===== config.mk =====
export PLATFORM = sky130hd
export DESIGN_NAME = sdp_y_core_chn_out_buf
export DESIGN_NICKNAME = d
export VERILOG_FILES = /design/src/rtl/sdp_y_core_chn_out_buf.sv
export SDC_FILE = /design/constraint.sdc
export NUM_CORES = 1
export LEC_CHECK = 0
export CAP_MARGIN = 10
export CORE_MARGIN = 2
export CORE_UTILIZATION = 48
export CTS_CLUSTER_DIAMETER = 100
export CTS_CLUSTER_SIZE = 20
export DETAILED_ROUTE_END_ITERATION = 6
export PLACE_DENSITY = 0.79
export SYNTH_ARGS = -nofsm -noshare
export SYNTH_HDL_FRONTEND = slang
export SYNTH_SLANG_ARGS = --single-unit

===== constraint.sdc =====
create_clock -name nvdla_core_clk -period 8.6 [get_ports nvdla_core_clk]
set_clock_uncertainty 0.05 [all_clocks]
set_input_delay 1.29 -clock nvdla_core_clk [delete_from_list [all_inputs] [get_ports nvdla_core_clk]]
set_output_delay 1.29 -clock nvdla_core_clk [all_outputs]
set_load 0.1 [all_outputs]

===== src/rtl/sdp_y_core_chn_out_buf.sv =====
// sdp_y_core_chn_out_buf
//   Output channel buffer for the SDP Y core datapaths. The core writes
//   results with a load/enable handshake. Results are queued in a DEPTH-entry
//   FIFO and presented downstream on a valid/ready pair, so core stalls and
//   downstream back-pressure are decoupled.
//
// Ports
//   nvdla_core_clk         in   clock, all state updates on the rising edge
//   nvdla_core_rst         in   synchronous active-high reset
//   core_wen               in   core stage enable; writes are ignored while low
//   chn_out_rsci_ld        in   core requests a write this cycle
//   chn_out_rsci_d         in   write payload
//   chn_out_rsci_bawt      out  buffer can accept a write this cycle
//   chn_out_rsci_wen_comp  out  core may proceed (!ld | bawt)
//   chn_out_rsc_z          out  head-of-buffer payload, zero when empty
//   chn_out_rsc_lz         out  downstream valid
//   chn_out_rsc_vz         in   downstream ready
//   chn_out_rsci_cnt       out  registered occupancy
//   chn_out_rsci_afull     out  registered (cnt >= AFULL_LVL)
//
// Handshakes
//   Write side: a word is stored on an edge where ld & core_wen & bawt.
//   If ld is high and bawt is low, the core must hold ld and d.
//   Read side: a word leaves on an edge where lz & vz. Once lz is high, it
//   stays high and z stays stable until that pop happens.
module sdp_y_core_chn_out_buf #(
  parameter int WIDTH      = 128,
  parameter int DEPTH      = 2,
  parameter int AFULL_LVL  = DEPTH - 1,
  parameter int PASS_READY = 0
) (
  input  logic                       nvdla_core_clk,
  input  logic                       nvdla_core_rst,
  input  logic                       core_wen,
  input  logic                       chn_out_rsci_ld,
  input  logic [WIDTH-1:0]           chn_out_rsci_d,
  output logic                       chn_out_rsci_bawt,
  output logic                       chn_out_rsci_wen_comp,
  output logic [WIDTH-1:0]           chn_out_rsc_z,
  output logic                       chn_out_rsc_lz,
  input  logic                       chn_out_rsc_vz,
  output logic [$clog2(DEPTH+1)-1:0] chn_out_rsci_cnt,
  output logic                       chn_out_rsci_afull
);

  localparam int CW = $clog2(DEPTH + 1);
  localparam int PW = (DEPTH > 1) ? $clog2(DEPTH) : 1;

  // The storage array is deliberately not reset. The pointers and the count
  // define which entries are valid.
  logic [WIDTH-1:0] r_mem [DEPTH];
  logic [PW-1:0]    r_wr_ptr;
  logic [PW-1:0]    r_rd_ptr;
  logic [CW-1:0]    r_cnt;
  logic             r_afull;

  logic             w_lz;
  logic             w_pop;
  logic             w_push;
  logic             w_bawt;
  logic [CW-1:0]    w_cnt_nxt;
  logic [PW-1:0]    w_wr_ptr_nxt;
  logic [PW-1:0]    w_rd_ptr_nxt;

  assign w_lz  = (r_cnt != '0);
  assign w_pop = w_lz & chn_out_rsc_vz;

  // With PASS_READY a full buffer can take a word in the same cycle as the
  // head leaves. This creates a combinational path from vz to bawt.
  assign w_bawt = (r_cnt != CW'(DEPTH)) | ((PASS_READY != 0) & w_pop);
  assign w_push = chn_out_rsci_ld & core_wen & w_bawt;

  // Pointers wrap at DEPTH, which need not be a power of two.
  assign w_wr_ptr_nxt = (r_wr_ptr == PW'(DEPTH - 1)) ? '0 : r_wr_ptr + PW'(1);
  assign w_rd_ptr_nxt = (r_rd_ptr == PW'(DEPTH - 1)) ? '0 : r_rd_ptr + PW'(1);

  always_comb begin
    w_cnt_nxt = r_cnt;
    if (w_push && !w_pop) begin
      w_cnt_nxt = r_cnt + CW'(1);
    end else if (!w_push && w_pop) begin
      w_cnt_nxt = r_cnt - CW'(1);
    end
  end

  always_ff @(posedge nvdla_core_clk) begin
    if (nvdla_core_rst) begin
      r_wr_ptr <= '0;
      r_rd_ptr <= '0;
      r_cnt    <= '0;
      r_afull  <= (AFULL_LVL == 0);
    end else begin
      if (w_push) begin
        r_wr_ptr <= w_wr_ptr_nxt;
      end
      if (w_pop) begin
        r_rd_ptr <= w_rd_ptr_nxt;
      end
      r_cnt   <= w_cnt_nxt;
      r_afull <= (w_cnt_nxt >= CW'(AFULL_LVL));
    end
  end

  // Data write. A write during reset is harmless because the pointers and
  // the count are cleared in the same cycle.
  always_ff @(posedge nvdla_core_clk) begin
    if (w_push) begin
      r_mem[r_wr_ptr] <= chn_out_rsci_d;
    end
  end

  assign chn_out_rsci_bawt     = w_bawt;
  assign chn_out_rsci_wen_comp = ~chn_out_rsci_ld | w_bawt;
  assign chn_out_rsc_lz        = w_lz;
  assign chn_out_rsc_z         = w_lz ? r_mem[r_rd_ptr] : '0;
  assign chn_out_rsci_cnt      = r_cnt;
  assign chn_out_rsci_afull    = r_afull;

endmodule


; Word level (Yosys, flattened, before mapping)
; Memories as Yosys holds them, arrays and structs flattened. A register that Yosys moved wholly into a read port is not among the register bits.
; Cells that the tools add are included.
[totals]
output_inout_bits = 134
regBits = 5
in_bits = 133
memories = 1
ram_bits = 256
[classes]
muxes = 9
n_lt_le_gt_ge = 1
n_eq_ne = 1
addsub = 4
bitwise = 5
n_reduce_logical = 5
[memory_table]
columns = memory, words, word_bits, rd, rd_clocked_by_memory_dff, wr, line_no
row1 = r_mem, 2, 128, 1, 1, 1, 51  ; logic [WIDTH-1:0] r_mem [DEPTH];
[op_table]
columns = cell, count
row1 = $mux W128, 1
row2 = $mux W1, 6
row3 = $mux W2, 2
row4 = $and A1 B1 Y1, 3
row5 = $add A1 B1 Y1 const B, 2
row6 = $add A2 B1 Y2 const B, 1
row7 = $ge A2 B1 Y1 const B, 1
row8 = $logic_and A1 B1 Y1, 2
row9 = $logic_not A1 Y1, 2
row10 = $ne A2 B2 Y1 const B, 1
row11 = $reduce_bool A2 Y1, 1
row12 = $sub A2 B1 Y2 const B, 1
row13 = $not A1 Y1, 1
row14 = $or A1 B1 Y1, 1

; Logic depth before layout (Yosys ltp)
; Gate-level depths: netlist of run 1.
[logic_depth]
word_depth = 7
mapped_depth = 6
ltp_nobuf = 6

; Least setup slack after synthesis of run 1
; Ideal clock, no wire load.
[synth_path]
path_kind = reg-to-reg
from = register r_cnt[0] (netlist: chn_out_rsci_cnt[0])
to = memory r_mem[0][0] (enable)
synth_period_minus_slack_ns = 7.602
stages_incl_launch_ff = 5
t_required_ns = 7.934
path_buffers = 0
slack_ns = 0.998
setup_ns = 0.616
arrival_time_ns = 6.935
cell_sequence = dfxtp_1 -> inv_1 -> ha_1 -> nand3b_4 -> nor2_1
[synth_between]
elab_chain_cells = 4
[synth_rtl]
columns = element, line_no
row1 = "start, declared", 54  ; logic [CW-1:0] r_cnt;
row2 = "start signal, assigned", 99  ; r_cnt <= w_cnt_nxt;
row3 = $ne A2 B2 Y1, 70  ; assign w_bawt = (r_cnt != CW'(DEPTH)) | ((PASS_READY != 0) & w_pop);
row4 = $and A1 B1 Y1, 71  ; assign w_push = chn_out_rsci_ld & core_wen & w_bawt;
row5 = $mux W1, 107  ; if (w_push) begin
row6 = $mux W1 (not written as such), 108  ; r_mem[r_wr_ptr] <= chn_out_rsci_d;
row7 = "end, declared", 51
; No other way between the ends.

; Worst setup path in the final report of run 1
[layout_path]
from = register r_cnt[0] (netlist: chn_out_rsci_cnt[0])
to = output chn_out_rsc_z[71]
[layout_between]
elab_chain_cells = 2
[layout_rtl]
columns = element, line_no
row1 = $reduce_bool A2 Y1, 65  ; assign w_lz = (r_cnt != '0);
row2 = $mux W128, 115  ; assign chn_out_rsc_z = w_lz ? r_mem[r_rd_ptr] : '0;
row3 = "end, declared", 39  ; output logic [WIDTH-1:0] chn_out_rsc_z,
; No other way between the ends.

==> results of run 1 <==
layout make-up:
type | count | area, um^2
clock buffers | 23 | 448
clock inverters | 2 | 28.8
fillers | 1449 | 6960
inverters | 4 | 15.0
multi-input cells | 282 | 2000
flip-flops and latches | 262 | 7810
well taps | 270 | 338
repair buffers | 272 | 2710
layout by cell type, fill, tap and decap left out, types with 2 or more instances in the layout:
| master | instances |
|---|---|
| sky130_fd_sc_hd__xnor2_1 | 3 |
| sky130_fd_sc_hd__o21ai_1 | 2 |
| sky130_fd_sc_hd__buf_4 | 6 |
| sky130_fd_sc_hd__dfxtp_1 | 5 |
| sky130_fd_sc_hd__clkbuf_16 | 17 |
| sky130_fd_sc_hd__inv_1 | 4 |
| sky130_fd_sc_hd__mux2i_1 | 128 |
| sky130_fd_sc_hd__clkbuf_1 | 6 |
| sky130_fd_sc_hd__clkdlybuf4s50_1 | 266 |
| sky130_fd_sc_hd__edfxtp_1 | 256 |
| sky130_fd_sc_hd__nor2_1 | 133 |
sequential cells by signal, indices dropped and copies added (netlist names), named ones only:
signal and cells:
r_wr_ptr 1, r_mem 256, chn_out_rsci_afull 1, chn_out_rsci_cnt 2
r_rd_ptr 1
metal layers:
layer | global-route usage [%] | vias up | part of all wire [%]
met5 | 0 | - | 0
li1 | - | 2651 | -
met3 | 4.72 | 47 | 7.3
met4 | 6.57 | 0 | 3.6
met1 | 21.4 | 2730 | 38
met2 | 31.6 | 226 | 51
worst paths after layout:
| path | start | to | slack [ps] | cells past startpoint |
|---|---|---|---|---|
| max reg2reg | chn_out_rsci_cnt[0] | r_mem[1][12] | 5400 | 5 |
| min reg2reg | r_rd_ptr | flip-flop | 470 | 2 |
| max | chn_out_rsci_cnt[0] | chn_out_rsc_z[71] | 3680 | 5 |
| min | r_rd_ptr | flip-flop | 470 | 2 |
metrics by stage:
step	area [um^2]	utilization, %	setup slack [ps]	cells	hold WS, ps
floorplan	9970	-	998	576	431
global placement	12900	63.4	4240	1090	446
detailed placement	12900	63.4	4210	1090	459
CTS	13300	65.7	3660	1115	478
global route	13300	65.7	3450	1115	514
finish	13300	65.7	3680	1115	471
logic make-up (layout without fill, tap and decap cells):
| kind of cell | Yosys count | in the layout | synth area share, % |
|---|---|---|---|
| flip-flops | 262 | 262 | 78.3 |
| AND/OR/NAND/NOR | 143 | 143 | 5.82 |
| multiplexers | 128 | 128 | 12.9 |
| buffers and inverters | 32 | 301 | 1.86 |
| AO/OA/AOI/OAI | 5 | 5 | 0.452 |
| XOR/XNOR | 4 | 4 | 0.427 |
| adder cells (fa/ha/maj) | 2 | 2 | 0.251 |
worst max-delay path, cell delays in order, from the launching register on:
cell,delay (ps)
sky130_fd_sc_hd__dfxtp_1,370
sky130_fd_sc_hd__inv_1,150
sky130_fd_sc_hd__ha_4,710
sky130_fd_sc_hd__buf_4,610
sky130_fd_sc_hd__nor2_1,130
sky130_fd_sc_hd__clkdlybuf4s50_1,1010
==> impl_results.rst, run 1 <==
.. list-table::
   :header-rows: 1

   * - Metric
     - Value
   * - Initial core utilization
     - 49.1%
   * - Sequential cell area fraction in the yosys report
     - 78.3%
   * - Total congestion overflow
     - 0
   * - Critical path type
     - reg -> out
   * - Via count
     - 5654
   * - Unrepaired setup endpoints after global routing
     - no
   * - Count of TritonRoute iterations in the first routing pass
     - 4
   * - GP Congestion
     - 0.733
   * - Global-route wire length before repair
     - 30700 um
   * - Post-synthesis sequential element count
     - 262
   * - TritonCTS Buffers
     - 17
   * - Post-detailed-placement half-perimeter wirelength
     - 13400 um
   * - Largest net degree at the start of global routing
     - 73
   * - TritonCTS Sinks
     - 262
   * - Leading post-synthesis cells by instance count
     - sky130_fd_sc_hd__edfxtp_1, sky130_fd_sc_hd__nor2_1, sky130_fd_sc_hd__mux2i_1
   * - Post-route clock period utilization
     - 57.2%
   * - Via count of the first global-routing pass
     - 5914
   * - Maxcap violations
     - 0
   * - Dominant register cell in the synthesized netlist
     - sky130_fd_sc_hd__edfxtp_1
   * - Outcome
     - complete, no violations
   * - Post-Synthesis Mean Instance Area
     - 17.3 um^2
   * - Share of synthesized registers carrying an async set or reset
     - 0%
   * - # port buffers
     - 266
   * - Maximum clock frequency
     - 203 MHz
   * - CTS Buffer Depth
     - 3
   * - Antenna-violating nets left
     - 0
   * - Routed Wire Length
     - 20300 um
   * - Net count of the mapped netlist
     - 711
   * - Number of warnings reported in the yosys synthesis log
     - 0
   * - Remaining DRCs
     - 0
   * - Number of distinct library cell variants in the gate-level netlist after synthesis
     - 24
   * - I/O pin cnt
     - 267
   * - Post-CTS setup buffers
     - 0
   * - Number of failing setup endpoints in the final timing report
     - 0
   * - Area of the mapped netlist
     - 9970 um^2
   * - Cell accounting for the most synthesized area
     - sky130_fd_sc_hd__edfxtp_1
   * - Class of the tightest hold or removal check
     - reg -> reg
   * - Summed negative setup slack over all endpoints
     - 0 ps
   * - Shortest period the worst path allows
     - 4920 ps
   * - Number of flops mapped to enable cells by yosys
     - 256
   * - Crit start category
     - flip-flop
   * - TritonCTS clock tree
     - done
   * - Most common cell in the synthesized netlist
     - sky130_fd_sc_hd__edfxtp_1
   * - Initial antenna violation count
     - 1
   * - Portion of synthesized cell area occupied by the leading cell type
     - 77.1%
   * - CP Capture Type
     - primary output
   * - # diodes
     - 0
   * - Average routed wire per standard cell
     - 18.2 um
   * - Area Growth Syn to Fin
     - 33.9%
   * - Core Region
     - 20300 um^2
   * - Required time at the endpoint of the critical path
     - 7260 ps
   * - Post-CTS Hold Buffers
     - 0
   * - Die outline height
     - 148 um
   * - Resize count post-CTS
     - 0
   * - Number of placement rows
     - 52
   * - Net count, final
     - 974
   * - CP max FO
     - 72
   * - Die ar.
     - 21900 um^2
   * - Clock root buffer master
     - sky130_fd_sc_hd__clkbuf_16
   * - Die outline width
     - 148 um
   * - Normalized max-slew margin
     - 24.6%
   * - Cell count after synthesis
     - 576
   * - Final Slew Violations
     - 0
   * - Arr. time, crit path
     - 3580 ps
   * - Later-pin clock latency in the skew report
     - 490 ps
   * - Total Routing Usage GR
     - 17.9%
   * - Cell types occupying the most area after synthesis
     - sky130_fd_sc_hd__edfxtp_1, sky130_fd_sc_hd__mux2i_1, sky130_fd_sc_hd__nor2_1
   * - Clock-pin slew of the registers on the worst-case setup and hold paths
     - 80 ps
   * - Final hold violations
     - 0
   * - H-tree Lvls
     - 1
   * - Share of layout cells above drive strength 1
     - 4.38%
   * - Transition time at the pin with the least slew margin
     - 1130 ps
   * - 1st-iter DRT viols
     - 222
   * - Via density per instance
     - 5.07
Power of run 1 is left out: the tool's default activity adds up to more than one toggle a clock period on the data nets, which glitch-free logic cannot reach.
==> inputs of run 2 (changes only) <==
clock period = 5 ns   (was 8.6 ns; I/O delays follow)
==> run 2 against run 1 <==
Flip-flop and latch count is the same; design area is 0.33% higher; critical path type unchanged; global-route usage is 0.32 points lower; cell count is essentially flat; via count is 2.3% lower; largest cell class unchanged; sequential share of layout area down 0.19 points; wire length down 1.3%; count of clock-buffer cells in the layout unchanged.
==> impl_results.rst, run 2 (synthesis results as in run 1) <==
.. list-table::
   :header-rows: 1

   * - Metric
     - Value
   * - Internal reg-to-reg setup slack
     - 2250 ps (-3150 ps)
   * - Top reg by flops
     - r_mem
   * - Remaining DRCs
     - 0 (unchanged)
   * - Net count, final
     - 976 (+0.21%)
   * - CTS Buffer Depth
     - 3 (unchanged)
   * - Initial core utilization
     - 49.1% (unchanged)
   * - Initial antenna violation count
     - 0 (-1)
   * - Flip-flop count of the largest register after layout
     - 256 (unchanged)
   * - Die outline width
     - 148 um (unchanged)
   * - Shortest period the worst path allows
     - 3970 ps
   * - Area Growth Syn to Fin
     - 34.3%
   * - Cell depth of the worst min-delay path
     - 2 (unchanged)
   * - Class of the tightest hold or removal check
     - reg -> reg
   * - TritonCTS Buffers
     - 17 (unchanged)
   * - Transition time at the pin with the least slew margin
     - 1070 ps (-66.4 ps)
   * - Outcome
     - complete, no violations
   * - Maximum clock frequency
     - 252 MHz
   * - Commonest non-fill, non-tap cells in the layout
     - sky130_fd_sc_hd__clkdlybuf4s50_1, sky130_fd_sc_hd__edfxtp_1, sky130_fd_sc_hd__nor2_1
   * - Hold Path Origin
     - r_rd_ptr
   * - Filler instances
     - 1438 (-0.76%)
   * - CP Capture Type
     - primary output
   * - Count of TritonRoute iterations in the first routing pass
     - 4 (unchanged)
   * - Critical path type
     - reg -> out
   * - Multi-input gate area in the final layout
     - 2000 um^2 (unchanged)
   * - Endpoint of the worst-slack reg-to-reg timing path
     - r_mem[1][0]
   * - Share of layout cells above drive strength 1
     - 4.49% (+0.11 points)
   * - Via count of the first global-routing pass
     - 5650 (-4.5%)
   * - 1st-iter DRT viols
     - 227 (+2.3%)
   * - GP Congestion
     - 0.737 (+0.56%)
   * - Cells on worst reg2reg path
     - 5 (unchanged)
   * - Delay-heaviest family, CP
     - buffers and inverters
   * - Post-detailed-placement half-perimeter wirelength
     - 13200 um (-1.2%)
   * - Arr. time, crit path
     - 3170 ps (-410 ps)
   * - Total congestion overflow
     - 0 (unchanged)
   * - Die outline height
     - 148 um (unchanged)
   * - Routed Wire Length
     - 20100 um (-1.3%)
   * - TritonCTS Sinks
     - 262 (unchanged)
   * - Slowest stage delay, CP
     - 1150 ps (+140 ps)
   * - Total Routing Usage GR
     - 17.6% (-0.32 points)
   * - Final Slew Violations
     - 0 (unchanged)
   * - Slowest cell on the critical path
     - sky130_fd_sc_hd__clkdlybuf4s50_1
   * - Global-route wire length before repair
     - 30100 um (-2.0%)
   * - Most common library cell in the layout ignoring fill and taps
     - sky130_fd_sc_hd__clkdlybuf4s50_1
   * - Via density per instance
     - 4.95 (-2.4%)
   * - Unrepaired setup endpoints after global routing
     - no
   * - Crit start category
     - flip-flop
   * - I/O pin cnt
     - 267 (unchanged)
   * - CP max FO
     - 54 (-25%)
   * - Post-route clock period utilization
     - 79.4%
   * - Die ar.
     - 21900 um^2 (unchanged)
   * - Clock-pin slew of the registers on the worst-case setup and hold paths
     - 80 ps (about the same)
   * - Launch point of the worst reg-to-reg path
     - chn_out_rsci_cnt[0]
   * - Average routed wire per standard cell
     - 18.0 um (-1.3%)
   * - TritonCTS clock tree
     - done
   * - Summed negative setup slack over all endpoints
     - 0 ps (unchanged)
   * - Number of placement rows
     - 52 (unchanged)
   * - Cell-by-cell trace of the critical path
     - buf_12, mux2i_1, nor2_1, clkdlybuf4s50_1
   * - Later-pin clock latency in the skew report
     - 480 ps (about the same)
   * - # port buffers
     - 266 (unchanged)
   * - Post-CTS Hold Buffers
     - 0 (unchanged)
   * - Clock root buffer master
     - sky130_fd_sc_hd__clkbuf_16
   * - Number of failing setup endpoints in the final timing report
     - 0 (unchanged)
   * - H-tree Lvls
     - 1 (unchanged)
   * - Normalized max-slew margin
     - 28.8% (+4.2 points)
   * - Post-CTS setup buffers
     - 0 (unchanged)
   * - Antenna-violating nets left
     - 0 (unchanged)
   * - Largest net degree at the start of global routing
     - 77 (+5.5%)
   * - Count of buffer and inverter cells on the critical path
     - 2 (-1)
   * - Core Region
     - 20300 um^2 (unchanged)
   * - Maxcap violations
     - 0 (unchanged)
   * - Resize count post-CTS
     - 0 (unchanged)
   * - # diodes
     - 0 (unchanged)
   * - Via count
     - 5525 (-2.3%)
   * - Final hold violations
     - 0 (unchanged)
   * - Required time at the endpoint of the critical path
     - 4200 ps (-3060 ps)
   * - Sequential cell area
     - 7810 um^2 (unchanged)
[run 2: changes by cell type in the layout (fill, tap and decap cells not counted)]
cell,change
sky130_fd_sc_hd__inv_6,-1
sky130_fd_sc_hd__buf_12,+3
sky130_fd_sc_hd__buf_4,-1
[run 2: worst max path at each step]
stage / start / end / slack [ps] / cells after the start
2_1_floorplan: chn_out_rsci_cnt[0] / r_mem[0][0] / 1010 / 4
3_3_place_gp: flip-flop / chn_out_rsc_z[75] / 1500 / 4
3_5_place_dp: flip-flop / chn_out_rsc_z[83] / 1490 / 4
4_1_cts: flip-flop / chn_out_rsc_z[83] / 960 / 4
5_1_grt: chn_out_rsci_cnt[0] / chn_out_rsc_z[47] / 860 / 5
6_report: flip-flop / chn_out_rsc_z[75] / 1030 / 4
[run 2: final cells by class]
type,instances,area share (%)
clock inverters,1,0.150
repair buffers,274,20.6
clock buffers,23,3.35
multi-input cells,282,14.9
inverters,4,0.112
flip-flops and latches,262,58.3
well taps,270,2.52
[run 2: metal layers]
| metal | global-route usage [%] | wire, um | vias up | part of all wire [%] |
|---|---|---|---|---|
| li1 | - | - | 2650 | - |
| met1 | 22.6 | 8120 | 2630 | 40 |
| met2 | 29.6 | 9880 | 204 | 49 |
| met3 | 4.69 | 1400 | 41 | 7.0 |
| met4 | 5.57 | 652 | 0 | 3.3 |
| met5 | 0 | 0 | - | 0 |
[run 2: per-stage QoR]
step / cell area (um^2) / std cells / utilization (%) / hold WS (ps) / setup WS [ps]
global route: 13400 / 1116 / 66.0 / 491 / 865
finish: 13400 / 1116 / 66.0 / 467 / 1030
global placement: 12900 / 1092 / 63.6 / 444 / 1500
detailed placement: 12900 / 1092 / 63.6 / 456 / 1490
floorplan: 9970 / 576 / - / 431 / 1010
CTS: 13400 / 1116 / 66.0 / 470 / 965
[run 2: tightest hold or removal path: cells and delay by family, from the launching register on]
kind	cells	cell delay [ps]
flops	1	330
xor+xnor	1	80
simple gates	1	70
Power of run 2 is left out for the same reason.
